**config.mk**
```make
export PLATFORM = sky130hd
export DESIGN_NAME = timer_mode_ctrl
export DESIGN_NICKNAME = d
export VERILOG_FILES = /design/src/rtl/timer_ctrl_pkg.sv /design/src/rtl/key_conditioner.sv /design/src/rtl/timer_mode_ctrl.sv
export SDC_FILE = /design/constraint.sdc
export NUM_CORES = 1
export LEC_CHECK = 0
export ABC_CLOCK_PERIOD_IN_PS = 2300
export CAP_MARGIN = 20
export CORE_ASPECT_RATIO = 0.7
export CORE_UTILIZATION = 49
export DETAILED_ROUTE_END_ITERATION = 8
export PLACE_DENSITY = 0.74
export SYNTH_ARGS = -nofsm -noshare
export SYNTH_HDL_FRONTEND = slang
export SYNTH_SLANG_ARGS = --single-unit
```
**constraint.sdc**
```tcl
create_clock -name clk_50M -period 2.3 [get_ports clk_50M]
set_clock_uncertainty 0.15 [all_clocks]
set_input_delay 0.46 -clock clk_50M [delete_from_list [all_inputs] [get_ports clk_50M]]
set_output_delay 0.46 -clock clk_50M [all_outputs]
set_load 0.01 [all_outputs]
```
**src/rtl/timer_ctrl_pkg.sv**
```systemverilog
// timer_ctrl_pkg: state encoding, key indices and BCD clamp limits for timer_mode_ctrl
package timer_ctrl_pkg;
  localparam logic [2:0] S_IDLE     = 3'd0;
  localparam logic [2:0] S_RUN_UP   = 3'd1;
  localparam logic [2:0] S_RUN_DN   = 3'd2;
  localparam logic [2:0] S_PAUSE_UP = 3'd3;
  localparam logic [2:0] S_PAUSE_DN = 3'd4;
  localparam logic [2:0] S_ALARM    = 3'd5;
  localparam int K_UP    = 0;
  localparam int K_DN    = 1;
  localparam int K_STOP  = 2;
  localparam int K_PAUSE = 4;
  localparam int K_LOAD  = 5;
  localparam int K_PREC  = 6;
  localparam logic [3:0] TEN_MAX = 4'd5;
  localparam logic [3:0] ONE_MAX = 4'd9;
  function automatic logic [3:0] bcd_clamp(input logic [3:0] v, input logic [3:0] lim);
    return (v > lim) ? lim : v;
  endfunction
endpackage

```
**src/rtl/key_conditioner.sv**
```systemverilog
// key_conditioner: 2-flop sync, optional debounce (TIMER_CTRL_DEBOUNCE_EN), one-cycle press pulse
module key_conditioner #(
  parameter int DB_CYCLES = 1_000_000
) (
  input  logic clk,
  input  logic rst,
  input  logic key_n,
  output logic press
);
  logic [1:0] sync;
  logic level, level_q;
  always_ff @(posedge clk or posedge rst)
    if (rst) sync <= 2'b11;
    else sync <= {sync[0], key_n};
`ifdef TIMER_CTRL_DEBOUNCE_EN
  localparam int CW = $clog2(DB_CYCLES + 1);
  logic [CW-1:0] cnt;
  // level only follows sync after it has disagreed for DB_CYCLES consecutive cycles
  always_ff @(posedge clk or posedge rst)
    if (rst) begin
      level <= 1'b1;
      cnt   <= '0;
    end else if (sync[1] == level) cnt <= '0;
    else if (cnt == CW'(DB_CYCLES - 1)) begin
      level <= sync[1];
      cnt   <= '0;
    end else cnt <= cnt + 1'b1;
`else
  assign level = sync[1];
`endif
  always_ff @(posedge clk or posedge rst)
    if (rst) begin
      level_q <= 1'b1;
      press   <= 1'b0;
    end else begin
      level_q <= level;
      press   <= level_q & ~level;
    end
endmodule

```
**src/rtl/timer_mode_ctrl.sv**
```systemverilog
// timer_mode_ctrl: key conditioning plus up/down/pause/alarm FSM for the 60 s timer datapath
// Debounce is present only when TIMER_CTRL_DEBOUNCE_EN is defined.
module timer_mode_ctrl
  import timer_ctrl_pkg::*;
#(
  parameter int DB_CYCLES    = 1_000_000,
  parameter int ALARM_CYCLES = 150_000_000
) (
  input  logic       clk_50M,
  input  logic       rst,
  input  logic       en,
  input  logic       key0,
  input  logic       key1,
  input  logic       key2,
  input  logic       key4,
  input  logic       key5,
  input  logic       key6,
  input  logic [3:0] ten,
  input  logic [3:0] one,
  input  logic       zero,
  output logic       cnt_en,
  output logic       cnt_up,
  output logic       load,
  output logic [3:0] load_ten,
  output logic [3:0] load_one,
  output logic       clr,
  output logic       prec,
  output logic       led,
  output logic [2:0] state
);
  localparam int AW = $clog2(ALARM_CYCLES);
  logic [5:0] keys;
  logic [6:0] press, ev;
  logic [2:0] nxt;
  logic do_clr, do_load, nprec;
  logic [3:0] c_ten, c_one;
  logic [AW-1:0] acnt;
  assign keys  = {key6, key5, key4, key2, key1, key0};
  assign press[3] = 1'b0;
  for (genvar i = 0; i < 6; i++) begin : g_key
    key_conditioner #(.DB_CYCLES(DB_CYCLES)) u_kc (
      .clk(clk_50M), .rst(rst), .key_n(keys[i]), .press(press[i < 3 ? i : i + 1])
    );
  end
  assign ev    = en ? press : '0;
  assign c_ten = bcd_clamp(ten, TEN_MAX);
  assign c_one = bcd_clamp(one, ONE_MAX);
  // only the highest-priority event is acted on; zero and the alarm timeout are levels
  always_comb begin
    nxt     = state;
    do_clr  = 1'b0;
    do_load = 1'b0;
    nprec   = prec;
    if (ev[K_STOP]) begin
      nxt    = S_IDLE;
      do_clr = 1'b1;
    end else if (ev[K_DN]) begin
      do_load = state != S_ALARM;
      nxt     = (state == S_ALARM) ? state : (c_ten == 4'd0 && c_one == 4'd0) ? S_ALARM : S_RUN_DN;
    end else if (ev[K_UP]) begin
      do_clr = state != S_ALARM;
      nxt    = (state == S_ALARM) ? state : S_RUN_UP;
    end else if (ev[K_LOAD]) do_load = state == S_IDLE || state == S_PAUSE_UP || state == S_PAUSE_DN;
    else if (ev[K_PAUSE])
      nxt = (state == S_RUN_UP) ? S_PAUSE_UP : (state == S_PAUSE_UP) ? S_RUN_UP :
            (state == S_RUN_DN) ? S_PAUSE_DN : (state == S_PAUSE_DN) ? S_RUN_DN : state;
    else if (ev[K_PREC]) nprec = (state == S_ALARM) ? prec : ~prec;
    if (en && zero && state == S_RUN_DN && nxt == S_RUN_DN && !do_load) nxt = S_ALARM;
    if (en && state == S_ALARM && !ev[K_STOP] && acnt == AW'(ALARM_CYCLES - 1)) nxt = S_IDLE;
  end
  always_ff @(posedge clk_50M or posedge rst)
    if (rst) begin
      state    <= S_IDLE;
      cnt_en   <= 1'b0;
      cnt_up   <= 1'b1;
      load     <= 1'b0;
      clr      <= 1'b0;
      prec     <= 1'b0;
      led      <= 1'b0;
      load_ten <= 4'd0;
      load_one <= 4'd0;
      acnt     <= '0;
    end else begin
      state    <= nxt;
      cnt_en   <= en && (nxt == S_RUN_UP || nxt == S_RUN_DN);
      cnt_up   <= nxt == S_RUN_UP || nxt == S_PAUSE_UP;
      load     <= do_load;
      clr      <= do_clr;
      prec     <= nprec;
      led      <= nxt == S_ALARM;
      load_ten <= c_ten;
      load_one <= c_one;
      acnt     <= (state != S_ALARM) ? '0 : en ? acnt + 1'b1 : acnt;
    end
endmodule

```
Yosys cells after proc, flatten, opt, wreduce, memory -nomap -nowiden
Index checks and enable logic that the tools add are counted.
Widths: inputs -> output; s select.
- latch bits: 0
- flip-flop bits (word level): 69
- input port bits: 18
- RAM bits: 0
- memories: 0
- bits in read-only memories: 0
- add/subtract/negate cells: 1
- eq/ne operators: 12
- divide/modulo/power cells: 0
- shift operators: 0
- bitwise logic cells: 19
- muxes and demuxes: 26
- magnitude comparators: 2
- multiply operators: 0
- reduce and logical (&&, ||, !) cells: 20
- operators with widths (kind ; number):
    $mux 28 ; 2
    $mux 3 ; 14
    $add 28x1->28 const B ; 1
    $eq 28x28->1 const B ; 1
    $eq 3x2->1 const B ; 5
    $not 1->1 ; 13
    $eq 3x3->1 const B ; 3
    $logic_and 1x1->1 ; 9
    $logic_not 4->1 ; 2
    $mux 4 ; 2
    $mux 1 ; 7
    $mux 7 ; 1
    $reduce_and 7->1 ; 1
    $and 1x1->1 ; 6
    $eq 3x1->1 const B ; 2
    $gt 4x3->1 const B ; 1
    $gt 4x4->1 const B ; 1
    $logic_or 1x1->1 ; 4
    $logic_not 3->1 ; 1
    $ne 3x3->1 const B ; 1
    $logic_not 1->1 ; 2
    $reduce_bool 2->1 ; 1

Depth between registers and ports, before layout
- depth in word-level cells: 18
- mapped depth: 7
- gate-level depth less buffers: 6

Cells and area by module
From an unflattened synthesis, not the netlist that was laid out.
- cell total of the unflattened synthesis: 271
- area total of the unflattened synthesis: 3054.2 µm²
- modules (own cells, without submodules) (module ; cells each ; times used ; area each (µm²) ; seq. area each (µm²)):
    timer_mode_ctrl ; 235 ; 1 ; 2326.0 ; 1127.3
    key_conditioner ; 6 ; 6 ; 121.4 ; 103.8

Worst setup path before layout
OpenSTA, ideal clock, no wires.
- path kind: input to register
- start point: input en
- end point: register cnt_en
- data arrival time: 1.670 ns
- cell stages on the path: 6
- setup time: 0.128 ns
- setup slack: 0.352 ns
- data required time: 2.022 ns
- path through: buf_4 -> nand4_1 -> or2_2 -> nor4_4 -> or4_1 -> a21oi_1
- longest elaborated chain between the ends: 14
- elaborated cells between the ends (all ways): 26
- those cells by class: eq/ne: 3; mux: 12; reduce/logical: 11
- ends and longest elaborated chain (item ; RTL line ; RTL):
    from (decl) ; timer_mode_ctrl.sv:11 ; input logic en,
    $mux 7 ; timer_mode_ctrl.sv:45 ; assign ev = en ? press : '0;
    $mux 3 ; timer_mode_ctrl.sv:64 ; else if (ev[K_PAUSE])
    $mux 3 ; timer_mode_ctrl.sv:63 ; end else if (ev[K_LOAD]) do_load = state == S_IDLE || state == S_PAUSE_UP || state == S_PAUSE_DN;
    $mux 3 ; timer_mode_ctrl.sv:60 ; end else if (ev[K_UP]) begin
    $mux 3 ; timer_mode_ctrl.sv:57 ; end else if (ev[K_DN]) begin
    $mux 3 ; timer_mode_ctrl.sv:54 ; if (ev[K_STOP]) begin
    $eq 3x2->1 ; timer_mode_ctrl.sv:68 ; if (en && zero && state == S_RUN_DN && nxt == S_RUN_DN && !do_load) nxt = S_ALARM;
    $logic_and 1x1->1 (2 in a row) ; timer_mode_ctrl.sv:68 ;
    $mux 3 ; timer_mode_ctrl.sv:68 ;
    $mux 3 ; timer_mode_ctrl.sv:69 ; if (en && state == S_ALARM && !ev[K_STOP] && acnt == AW'(ALARM_CYCLES - 1)) nxt = S_IDLE;
    $eq 3x1->1 or $eq 3x2->1 (tied branches) ; timer_mode_ctrl.sv:85 ; cnt_en <= en && (nxt == S_RUN_UP || nxt == S_RUN_DN);
    $logic_or 1x1->1 ; timer_mode_ctrl.sv:85 ;
    $logic_and 1x1->1 * ; timer_mode_ctrl.sv:85 ;
    to (signal assigned) ; timer_mode_ctrl.sv:85 ;
    to (decl) ; timer_mode_ctrl.sv:21 ; output logic cnt_en,
Every way passes the cells marked *; elsewhere a longest branch is shown, timed or not.
A chain may end at the register's enable or synchronous reset.

Worst setup path after layout
- start point: input en
- end point: register led
- longest elaborated chain between the ends: 12
- elaborated cells between the ends (all ways): 23
- those cells by class: eq/ne: 2; mux: 12; reduce/logical: 9
- ends and longest elaborated chain (item ; RTL line ; RTL):
    $mux 7 ; timer_mode_ctrl.sv:45 ;
    $mux 3 ; timer_mode_ctrl.sv:64 ;
    $mux 3 ; timer_mode_ctrl.sv:63 ;
    $mux 3 ; timer_mode_ctrl.sv:60 ;
    $mux 3 ; timer_mode_ctrl.sv:57 ;
    $mux 3 ; timer_mode_ctrl.sv:54 ;
    $eq 3x2->1 ; timer_mode_ctrl.sv:68 ;
    $logic_and 1x1->1 (2 in a row) ; timer_mode_ctrl.sv:68 ;
    $mux 3 ; timer_mode_ctrl.sv:68 ;
    $mux 3 * ; timer_mode_ctrl.sv:69 ;
    $eq 3x3->1 * ; timer_mode_ctrl.sv:90 ; led <= nxt == S_ALARM;
    to (signal assigned) ; timer_mode_ctrl.sv:79 ; led <= 1'b0;
    to (signal assigned) ; timer_mode_ctrl.sv:90 ;
    to (decl) ; timer_mode_ctrl.sv:28 ; output logic led,
Marked as above.

==> metrics <==
adder-cell share of the synthesized area=0.4275%; Starting Density=51.10%; router iterations before antenna repair=4; antenna viol nets, final=0; leading area contributor after synthesis=dfrtp_1; Worst-Margin Slew=0.6460 ns; wire per inst=14.20 um; max-slew violation count=0; top cells by area, synth=dfrtp_1 43%, dfstp_2 17%, nor2_1 4.6%; FF+latch count, synth=69; power consumption=2.627 mW; vias per inst=5.251; Power Dens Cells=711.5 nW/um^2; vias after detailed routing=2069; Peak VDD IR=0.5017 mV; clk buf depth=2; Syn Std Cell Area=2927 um^2; status=completed; CTS Hold Bufs=0; min Tclk post-route=2.142 ns; initial antenna violation count=0; post-detail-place hpwl=3.891 mm; RSZ-0062 raised after global routing=no; max-cap viol count=0; Antenna diodes=0; die height=66.66 um; slowest cell on the critical path=clkdlybuf4s50_1; CTS Sinks=69; fill cell count=432; Worst-path clk slew=0.08 ns; Critical Path Stages=7; leakage=1.520 nW; worst setup margin=0.1584 ns; CP Cell Sequence=clkdlybuf4s50_1, buf_4, and4bb_1, mux2i_1, a221o_1, or3_1, a21oi_1; Die Span X=94.37 um; vias in the first global route=1899; top cell type's share of synthesized area=42.75%; CP Buf/Inv Count=2; post-synthesis simple-gate area fraction=24.58%; sequential area share after synthesis=59.81%; postcts setup bufs=0; Max Clk Rate=0.4669 GHz; Finish-stage setup viols=0; Worst EP required=2.41 ns; post-synthesis xor/xnor area fraction=8.080%; fin crit share=93.11%; Setup WS pre-CTS=-0.1591 ns; Hold Vio Cnt, Final=0; core area=5727 um^2; Critical Path End Type=flip-flop; DRT iter0 DRCs=117; drt drc=0; Gate Count Post-Synth=255; total track usage=20.16%; Min-Delay Path Class=flip-flop to flip-flop; Critical Path Source Type=input port; Worst Hold Path Cells=0; worst reg2reg path depth=5; first-pass GRT wire length=9.239 mm; clk_lat worst skew=0.35 ns; Crit Path Category=input port to flip-flop; Fin Setup TNS=0 ns; Mapped Nets=274; yosys warns=0; Compound-Gate Fraction of Synth Area=3.933%; Synth cell types=47; CP peak stage delay=0.48 ns; row count=23; CTS tree=done; critical path arrival=2.25 ns; delay-heaviest family, CP=buffers and inverters; Slew headroom=56.80%; Routed WL=5.595 mm; GR Overflow Total=0; Final nets=333; # port buffers=34; crit path max fanout=11; mux cell area share after synthesis=1.368%; H-tree levels=3; # resized after CTS=0; largest family of logic cells by synthesized area=simple AND/OR/NAND/NOR gates; placer congestion estimate=0.8500; Mapped Avg Cell Area=11.48 um^2; CTS Buf Count=9; fraction of layout cells with a size suffix above 1=20.69%; CTS Root Cell=clkbuf_8; Layout area overhead=26.16%; largest net degree at the start of global routing=70; I/O Pins=35; Total Die Area=6291 um^2
## cells by family (layout without fill, tap and decap cells)
kind of cell | count (synthesis) | after routing
other cells | 1 | 1
fa+ha+maj | 1 | 1
simple gates | 125 | 125
buf+inv | 10 | 74
flops | 69 | 69
xor+xnor | 27 | 27
mux | 4 | 4
compound gates | 18 | 18
## cell usage after synthesis, drive strengths merged
cell	count
nand4b	1
nor2b	10
or2	2
nand3	11
nand4	10
or3	3
and2	1
inv	4
xnor2	13
o21a	1
dfrtp	50
dfstp	19
nand3b	2
or4	1
nor4b	2
nand2	16
and3	6
nor4bb	1
a21o	1
and3b	1
nor4	10
conb	1
o221ai	1
ha	1
buf	3
a21oi	6
nor3	7
and4	1
nand2b	2
and4bb	1
a221o	1
mux2i	4
clkbuf	3
xor2	14
nor3b	1
a211o	1
o31ai	1
a41o	1
o21ai	5
nor2	36
## stage by stage
| stage | instance area, um^2 | utilization, % | std cells | hold WS, ns |
|---|---|---|---|---|
| after floorplan | 2930 | - | 255 | 0.1952 |
| after global placement | 3493 | 61.00 | 378 | 0.1955 |
| after detailed placement | 3493 | 61.00 | 378 | 0.1970 |
| after CTS | 3692 | 64.47 | 394 | 0.2104 |
| after global routing | 3692 | 64.47 | 394 | 0.2136 |
| final | 3692 | 64.47 | 394 | 0.2090 |
## flip-flops by register name (all words and copies together), names as in the netlist
name / flops
prec: 1
load_one: 4
clr: 1
cnt_en: 1
load: 1
led: 1
g_key.u_kc.sync: 12
g_key.u_kc.level_q: 6
g_key.u_kc.press: 6
state: 3
load_ten: 4
acnt: 28
cnt_up: 1
## worst reg2reg max path, cell delays in order, from the launching register on
cell and delay (ns):
dfrtp_1 0.44, nor3_1 0.34, nor2b_1 0.11, nor4_2 0.46, o21ai_0 0.25, a21oi_1 0.21
## cell type report
type,count,area [um^2],share of cell area [%]
Inverter,4,18.77,0.5083
Clock buffer,9,123.9,3.355
Sequential cell,69,1750,47.41
Timing Repair Buffer,54,503.0,13.62
Clock inverter,7,75.07,2.033
Tap cell,75,93.84,2.542
Multi-Input combinational cell,176,1127,30.53
## metal layers
metal / routed length [um] / part of all wire, % / track usage [%] / up-vias
li1: - / - / - / 999
met2: 2397 / 43 / 29.17 / 53
met3: 225 / 4.0 / 5.365 / 4
met4: 61 / 1.1 / 6.346 / 0
met5: 0 / 0 / 0 / -
met1: 2910 / 52 / 29.44 / 1013
## cells in the final DEF (no fill, tap or decap), types with 2 or more instances in the layout
cell / instances
xnor2_1: 13
or3_1: 2
a21oi_1: 6
inv_1: 3
or2_2: 2
nand2_1: 16
o21ai_0: 5
nor4_4: 2
and3_1: 5
nor4b_1: 2
inv_8: 3
nand3_1: 10
dfrtp_1: 50
clkinvlp_4: 2
nor3_1: 7
clkdlybuf4s50_1: 34
mux2i_1: 4
nor4_1: 6
clkbuf_8: 9
nand3b_1: 2
nand4_1: 10
inv_6: 2
nor2b_1: 10
nor4_2: 2
nor2_1: 36
buf_4: 19
dfstp_2: 19
nand2b_1: 2
xor2_1: 14
## path summary, 6_finish.rpt
check / slack (ns) / start / to
worst max-delay path: 0.16 / en / led
worst min-delay path: 0.21 / g_key[2].u_kc.sync[0] / g_key[2].u_kc.sync[1]
worst max register to register: 0.25 / g_key[1].u_kc.press / led
worst min register to register: 0.21 / g_key[2].u_kc.sync[0] / g_key[2].u_kc.sync[1]
max in group asynchronous: 1.27 / rst / cnt_up
min in group asynchronous: 0.40 / rst / acnt[1]
## where the power goes
part	internal (mW)	leakage, nW	switching, mW	total [mW]
combinational	0.176	0.556	0.155	0.331
clock	0.430	0.0990	0.529	0.959
sequential	1.29	0.865	0.0486	1.34
No activity file was read; power rests on OpenSTA's default activity.
